--- src/rtl/key_press_arbiter_if.sv ---
// Keypad arbiter bus: raw buttons in, one clean key event (or a multi-key abort) out.
interface key_press_arbiter_if #(
    parameter int NUM_KEYS = 4,
    parameter int CODE_W   = 2
);
    logic [NUM_KEYS-1:0] key_raw;
    logic                key_valid;
    logic [CODE_W-1:0]   key_code;
    logic                key_busy;
    logic                multi_err;

    modport master (output key_raw, input key_valid, key_code, key_busy, multi_err);
    modport slave  (input key_raw, output key_valid, key_code, key_busy, multi_err);
endinterface

--- src/rtl/key_press_arbiter.sv ---
// Shared-sampler keypad conditioner: synchronizer, tick divider, debounce counter and a
// press/release FSM that emits one key event per physical press.
module key_press_arbiter #(
    parameter int NUM_KEYS  = 4,
    parameter int CODE_W    = 2,
    parameter int TICK_DIV  = 16,
    parameter int DB_CYCLES = 4
) (
    input  logic clk,
    input  logic reset,
    key_press_arbiter_if.slave bus
);
    localparam int TW = (TICK_DIV > 1) ? $clog2(TICK_DIV) : 1;
    localparam int CW = $clog2(DB_CYCLES + 1);

    typedef enum logic [1:0] {IDLE, DEBOUNCE, RELEASE} state_t;

    logic [NUM_KEYS-1:0] sync1_reg, sync2_reg;
    logic [TW-1:0]       tick_cnt_reg;
    state_t              state_reg, state_next;
    logic [CW-1:0]       count_reg, count_next;
    logic [CODE_W-1:0]   cand_reg, cand_next;
    logic [CODE_W-1:0]   code_reg, code_next;
    logic                valid_reg, valid_next;
    logic                err_reg, err_next;
    logic                busy_reg, busy_next;

    logic [NUM_KEYS-1:0] key_s;
    logic                tick;
    logic                any_key;
    logic                multi_key;
    logic                cand_hit;
    logic [CODE_W-1:0]   low_idx;
    logic [CW-1:0]       count_inc;
    logic                count_done;

    assign key_s      = sync2_reg;
    assign tick       = (tick_cnt_reg == TW'(TICK_DIV - 1));
    assign any_key    = |key_s;
    // Clearing the lowest set bit leaves something only if two or more bits were set.
    assign multi_key  = |(key_s & (key_s - NUM_KEYS'(1)));
    assign cand_hit   = key_s[cand_reg];
    assign count_inc  = count_reg + CW'(1);
    assign count_done = (count_inc == CW'(DB_CYCLES));

    always_comb begin
        low_idx = '0;
        for (int i = NUM_KEYS - 1; i >= 0; i--) begin
            if (key_s[i]) low_idx = CODE_W'(i);
        end
    end

    always_ff @(posedge clk or negedge reset) begin
        if (!reset) begin
            sync1_reg    <= '0;
            sync2_reg    <= '0;
            tick_cnt_reg <= '0;
        end else begin
            sync1_reg    <= bus.key_raw;
            sync2_reg    <= sync1_reg;
            tick_cnt_reg <= tick ? '0 : tick_cnt_reg + TW'(1);
        end
    end

    // State and registered outputs
    always_ff @(posedge clk or negedge reset) begin
        if (!reset) begin
            state_reg <= IDLE;
            count_reg <= '0;
            cand_reg  <= '0;
            code_reg  <= '0;
            valid_reg <= 1'b0;
            err_reg   <= 1'b0;
            busy_reg  <= 1'b0;
        end else begin
            state_reg <= state_next;
            count_reg <= count_next;
            cand_reg  <= cand_next;
            code_reg  <= code_next;
            valid_reg <= valid_next;
            err_reg   <= err_next;
            busy_reg  <= busy_next;
        end
    end

    always_comb begin
        state_next = state_reg;
        count_next = count_reg;
        cand_next  = cand_reg;
        case (state_reg)
            IDLE: begin
                if (any_key) begin
                    cand_next  = low_idx;
                    count_next = '0;
                    state_next = DEBOUNCE;
                end
            end
            DEBOUNCE: begin
                if (tick) begin
                    if (multi_key) begin
                        count_next = '0;
                        state_next = RELEASE;
                    end else if (!cand_hit) begin
                        state_next = IDLE;
                    end else if (count_done) begin
                        count_next = '0;
                        state_next = RELEASE;
                    end else begin
                        count_next = count_inc;
                    end
                end
            end
            RELEASE: begin
                // Any key held (including a newly pressed one) restarts the release count.
                if (tick) begin
                    if (any_key) begin
                        count_next = '0;
                    end else if (count_done) begin
                        count_next = '0;
                        state_next = IDLE;
                    end else begin
                        count_next = count_inc;
                    end
                end
            end
            default: state_next = IDLE;
        endcase
    end

    always_comb begin
        valid_next = 1'b0;
        err_next   = 1'b0;
        code_next  = code_reg;
        busy_next  = (state_next != IDLE);
        if (state_reg == DEBOUNCE && tick) begin
            if (multi_key) begin
                err_next = 1'b1;
            end else if (cand_hit && count_done) begin
                valid_next = 1'b1;
                code_next  = cand_reg;
            end
        end
    end

    assign bus.key_valid = valid_reg;
    assign bus.key_code  = code_reg;
    assign bus.key_busy  = busy_reg;
    assign bus.multi_err = err_reg;
endmodule

--- src/flat_wrapper.sv ---
// flat-port wrapper written by rule: the top's interface ports become plain ports
module key_press_arbiter_flat 
#(
    parameter int NUM_KEYS  = 4,
    parameter int CODE_W    = 2,
    parameter int TICK_DIV  = 16,
    parameter int DB_CYCLES = 4
)
  (clk, reset, bus_key_raw, bus_key_valid, bus_key_code, bus_key_busy, bus_multi_err);
  key_press_arbiter_if #(.NUM_KEYS(NUM_KEYS), .CODE_W(CODE_W)) bus_i ();
  input  logic clk;
  input  logic reset;
  input wire logic [$bits(bus_i.key_raw)-1:0] bus_key_raw;
  output wire logic [$bits(bus_i.key_valid)-1:0] bus_key_valid;
  output wire logic [$bits(bus_i.key_code)-1:0] bus_key_code;
  output wire logic [$bits(bus_i.key_busy)-1:0] bus_key_busy;
  output wire logic [$bits(bus_i.multi_err)-1:0] bus_multi_err;
  assign bus_i.key_raw = bus_key_raw;
  assign bus_key_valid = bus_i.key_valid;
  assign bus_key_code = bus_i.key_code;
  assign bus_key_busy = bus_i.key_busy;
  assign bus_multi_err = bus_i.multi_err;
  key_press_arbiter #(.NUM_KEYS(NUM_KEYS), .CODE_W(CODE_W), .TICK_DIV(TICK_DIV), .DB_CYCLES(DB_CYCLES)) u_core (.clk(clk), .reset(reset), .bus(bus_i));
endmodule
--- config.mk ---
export PLATFORM = sky130hd
export DESIGN_NAME = key_press_arbiter_flat
export DESIGN_NICKNAME = d
export VERILOG_FILES = /design/src/rtl/key_press_arbiter_if.sv /design/src/rtl/key_press_arbiter.sv /design/src/flat_wrapper.sv
export SDC_FILE = /design/constraint.sdc
export NUM_CORES = 1
export LEC_CHECK = 0
export CAP_MARGIN = 20
export CORE_ASPECT_RATIO = 1.5
export CORE_MARGIN = 1
export CORE_UTILIZATION = 48
export CTS_BUF_LIST = sky130_fd_sc_hd__clkbuf_4
export DETAILED_ROUTE_END_ITERATION = 8
export PLACE_DENSITY = 0.74
export RECOVER_POWER = 100
export SLEW_MARGIN = 20
export SYNTH_ARGS = -nofsm -noshare
export SYNTH_HDL_FRONTEND = slang
export SYNTH_SLANG_ARGS = --single-unit
--- constraint.sdc ---
create_clock -name clk -period 1.9 [get_ports clk]
set_clock_uncertainty 0.05 [all_clocks]
set_input_delay 0.57 -clock clk [delete_from_list [all_inputs] [get_ports clk]]
set_output_delay 0.57 -clock clk [all_outputs]
set_load 0.03 [all_outputs]
==> results.sh <==
export IMPL_status="finished with violations"
export IMPL_failed_checks="setup timing"
export IMPL_seq_area_frac_synth_pct=46.3
export IMPL_total_leakage_power_nw=0.795
export IMPL_layout_drive_gt1_share_pct=38.8
export IMPL_insertion_delay_ns=0.34
export IMPL_grt_setup_unrepaired="true"
export IMPL_wl_per_cell_um=18.1
export IMPL_synthXorXnorAreaFrac_pct=1.35
export IMPL_grt_pass1_vias=1188
export IMPL_hold_ws_ns=0.317
export IMPL_setup_violations=6
export IMPL_antenna_left=0
export IMPL_max_clock_freq_ghz=0.507
export IMPL_ir_drop_v=0.000945
export IMPL_r2r_cells=7
export IMPL_grt_max_degree=25
export IMPL_fp_dieW_um=44.4
export IMPL_clk_pin_slew_ns=0.14
export IMPL_slew_violations=0
export IMPL_endpoint="u_core.count_reg[2]"
export IMPL_cp_end_kind="flop"
export IMPL_final_cell_mix="26 x buf_4, 19 x dfrtp_1, 9 x nor2_1"
export IMPL_ys_async_sr_fraction_pct=100
export IMPL_drtIter0Drc=46
export IMPL_power_density_nw_per_um2=1120
export IMPL_relSlewSlack_pct=61.5
export IMPL_htreeDepth=1
export IMPL_rrSetupSlack_ns=-0.07
export IMPL_cts_sinks=24
export IMPL_dr_pass1_iters=4
export IMPL_pwr_share_clk_pct=19.4
export IMPL_p_sw_mw=0.720
export IMPL_diodes=0
export IMPL_synth_compound_gate_area_share_pct=16.9
export IMPL_vias=1157
export IMPL_initial_utilization_pct=51.7
export IMPL_area_growth_pct=36.6
export IMPL_cp_max_fo=3
export IMPL_synth_area_um2=1300
export IMPL_grt_overflow=0
export IMPL_grt_pass1_wl_um=5110
export IMPL_synth_area_mux_share_pct=3.47
export IMPL_hp_class="flop to flop"
export IMPL_synth_net_count=137
export IMPL_max_cap_violations=0
export IMPL_synth_warnings=0
export IMPL_synth_top_family_by_area="simple AND/OR/NAND/NOR gates"
export IMPL_period_minus_slack_ns=1.97
export IMPL_cp_startpoint="u_core.state_reg[0]"
export IMPL_drc=0
export IMPL_synth_flop_cell="dfrtp_1"
export IMPL_ctsHoldBuffers=0
export IMPL_setup_slack_ns=-0.0730
export IMPL_synthSimpleGateAreaFrac_pct=19.7
export IMPL_syn_instance_count=124
export IMPL_rows=22
export IMPL_internal_power_mw=1.26
export IMPL_grt_total_usage_pct=24.2
export IMPL_combPwrFrac_pct=47.7
export IMPL_p_seq_share_pct=32.9
export IMPL_routed_wl_um=3550
export IMPL_vias_per_cell=5.90
export IMPL_gp_congestion=0.888
export IMPL_synth_adder_area_share_pct=7.53
export IMPL_portBuffers=10
export IMPL_tightest_slew_ns=0.578
export IMPL_dieArea_um2=2920
export IMPL_dp_hpwl_um=2190
export IMPL_r2r_start="u_core.state_reg[0]"
export IMPL_syn_avg_cell_area_um2=10.5
export IMPL_synth_edff_count=0
export IMPL_setup_worst_path_class="flop to flop"
export IMPL_max_clock_path_buffers=2
export IMPL_path_cells="inv_2 > ha_4 > or3b_4 > a21oi_2 > o21ai_2 > or4b_1 > nand3_1"
export IMPL_cts_tree="done"
export IMPL_worstSetupStartpointType="flop"
export IMPL_switching_share_pct=36.3
export IMPL_cp_arrival_ns=2.21
export IMPL_r2r_end="u_core.count_reg[2]"
export IMPL_die_y_um=65.6
export IMPL_total_power_mw=1.98
export IMPL_finalHoldViolCount=0
export IMPL_numCtsBuffers=3
export IMPL_grt_antenna_before_repair=0
export IMPL_required_ns=2.14
export IMPL_fin_crit_sh_pct=104
export IMPL_synth_seq_cells=24
export IMPL_cts_root_buf="clkbuf_4"
export IMPL_ios=11
export IMPL_yosys_cell_types_count=47
export IMPL_cp_slowest_cell="or4b_1"
export IMPL_final_nets=174
export IMPL_layout_commonest_cell="buf_4"
export IMPL_core_um2=2500
export IMPL_slowest_delay_ns=0.51
-- critical path: cells and delay by family (launching register included) --
family | cells | cell delay (ns)
and+or+nand+nor | 3 | 1.00
adders and majority gates | 1 | 0.12
DFF | 1 | 0.42
AOI/OAI and AO/OA | 2 | 0.25
buffers and inverters | 1 | 0.08
-- logic make-up (layout without fill, tap and decap cells) --
group,after synthesis,count (layout)
XOR/XNOR,2,2
AO/OA/AOI/OAI,31,31
multiplexers,4,4
buffers and inverters,13,49
AND/OR/NAND/NOR,42,42
flip-flops,24,24
adder cells (fa/ha/maj),8,8
-- per-stage QoR --
stage | setup slack (ns) | TNS [ns] | instance area [um^2] | util, % | instances
6_report | -0.0730 | -0.250 | 1770 | 70.7 | 196
5_1_grt | -0.111 | -0.582 | 1770 | 70.7 | 196
4_1_cts | -0.0712 | -0.0718 | 1650 | 65.7 | 191
3_5_place_dp | -0.0610 | -0.0894 | 1570 | 62.7 | 186
2_1_floorplan | 0.00660 | 0 | 1300 | - | 124
3_3_place_gp | 0.00201 | 0 | 1570 | 62.7 | 186
-- worst min path at each step --
stage | start | end | slack [ns] | depth (start not counted)
floorplan | reset | u_core.bus.key_busy | 0.22 | 0
global placement | u_core.sync1_reg[0] | u_core.key_s[0] | 0.28 | 0
detailed placement | u_core.sync1_reg[1] | u_core.key_s[1] | 0.28 | 0
CTS | u_core.sync1_reg[1] | u_core.key_s[1] | 0.31 | 0
global route | u_core.sync1_reg[2] | u_core.key_s[2] | 0.34 | 0
finish | u_core.sync1_reg[1] | u_core.key_s[1] | 0.32 | 0
-- synthesized netlist by cell type, types with 2 or more instances --
cell type	n	area (um^2)
nand3_1	3	15.0
o21a_1	2	15.0
nor2_1	9	33.8
o21ai_1	3	15.0
and4_1	2	17.5
o21ai_0	2	10.0
inv_1	7	26.3
a21o_1	2	15.0
buf_2	4	20.0
a211oi_1	2	15.0
dfrtp_1	24	601
ha_1	7	87.6
nor2b_1	4	25.0
a21oi_1	7	35.0
a22oi_1	3	22.5
or3_1	2	12.5
nor4b_1	2	17.5
nand2_1	4	15.0
or2_1	2	12.5
mux2_1	4	45.0
nand2b_1	3	18.8
-- area by class of cell --
type	count	area (um^2)
multi-input cells	87	742
well taps	36	45.0
clock buffers	3	22.5
fillers	188	734
clock inverters	1	30.0
flip-flops and latches	24	607
repair buffers	38	298
inverters	7	26.3
-- per-layer routing --
metal | vias up | part of all wire [%] | global-route usage, %
li1 | 520 | - | -
met1 | 570 | 36 | 25.0
met3 | 18 | 4.1 | 6.87
met4 | 0 | 4.0 | 17.0
met5 | - | 0 | 0
met2 | 49 | 56 | 40.4
-- power groups by stage --
stage	registers, mW	clock network (mW)	logic [mW]
after floorplan	0.655	0	0.428
after detailed placement	0.654	0	0.735
after global placement	0.650	0	0.704
final	0.652	0.385	0.945
after CTS	0.644	0.380	0.763
after global routing	0.657	0.401	1.01
-- timing repair --
action / CTS / global route
pin swaps: 2 / 12
hold endpoints to repair: 0 / 0
gates resized for setup: 11 / 25
gates cloned: 0 / 0
setup buffers: 1 / 5
setup endpoints to repair: 10 / 7
Note: power is estimated with default switching activity, not from simulation.
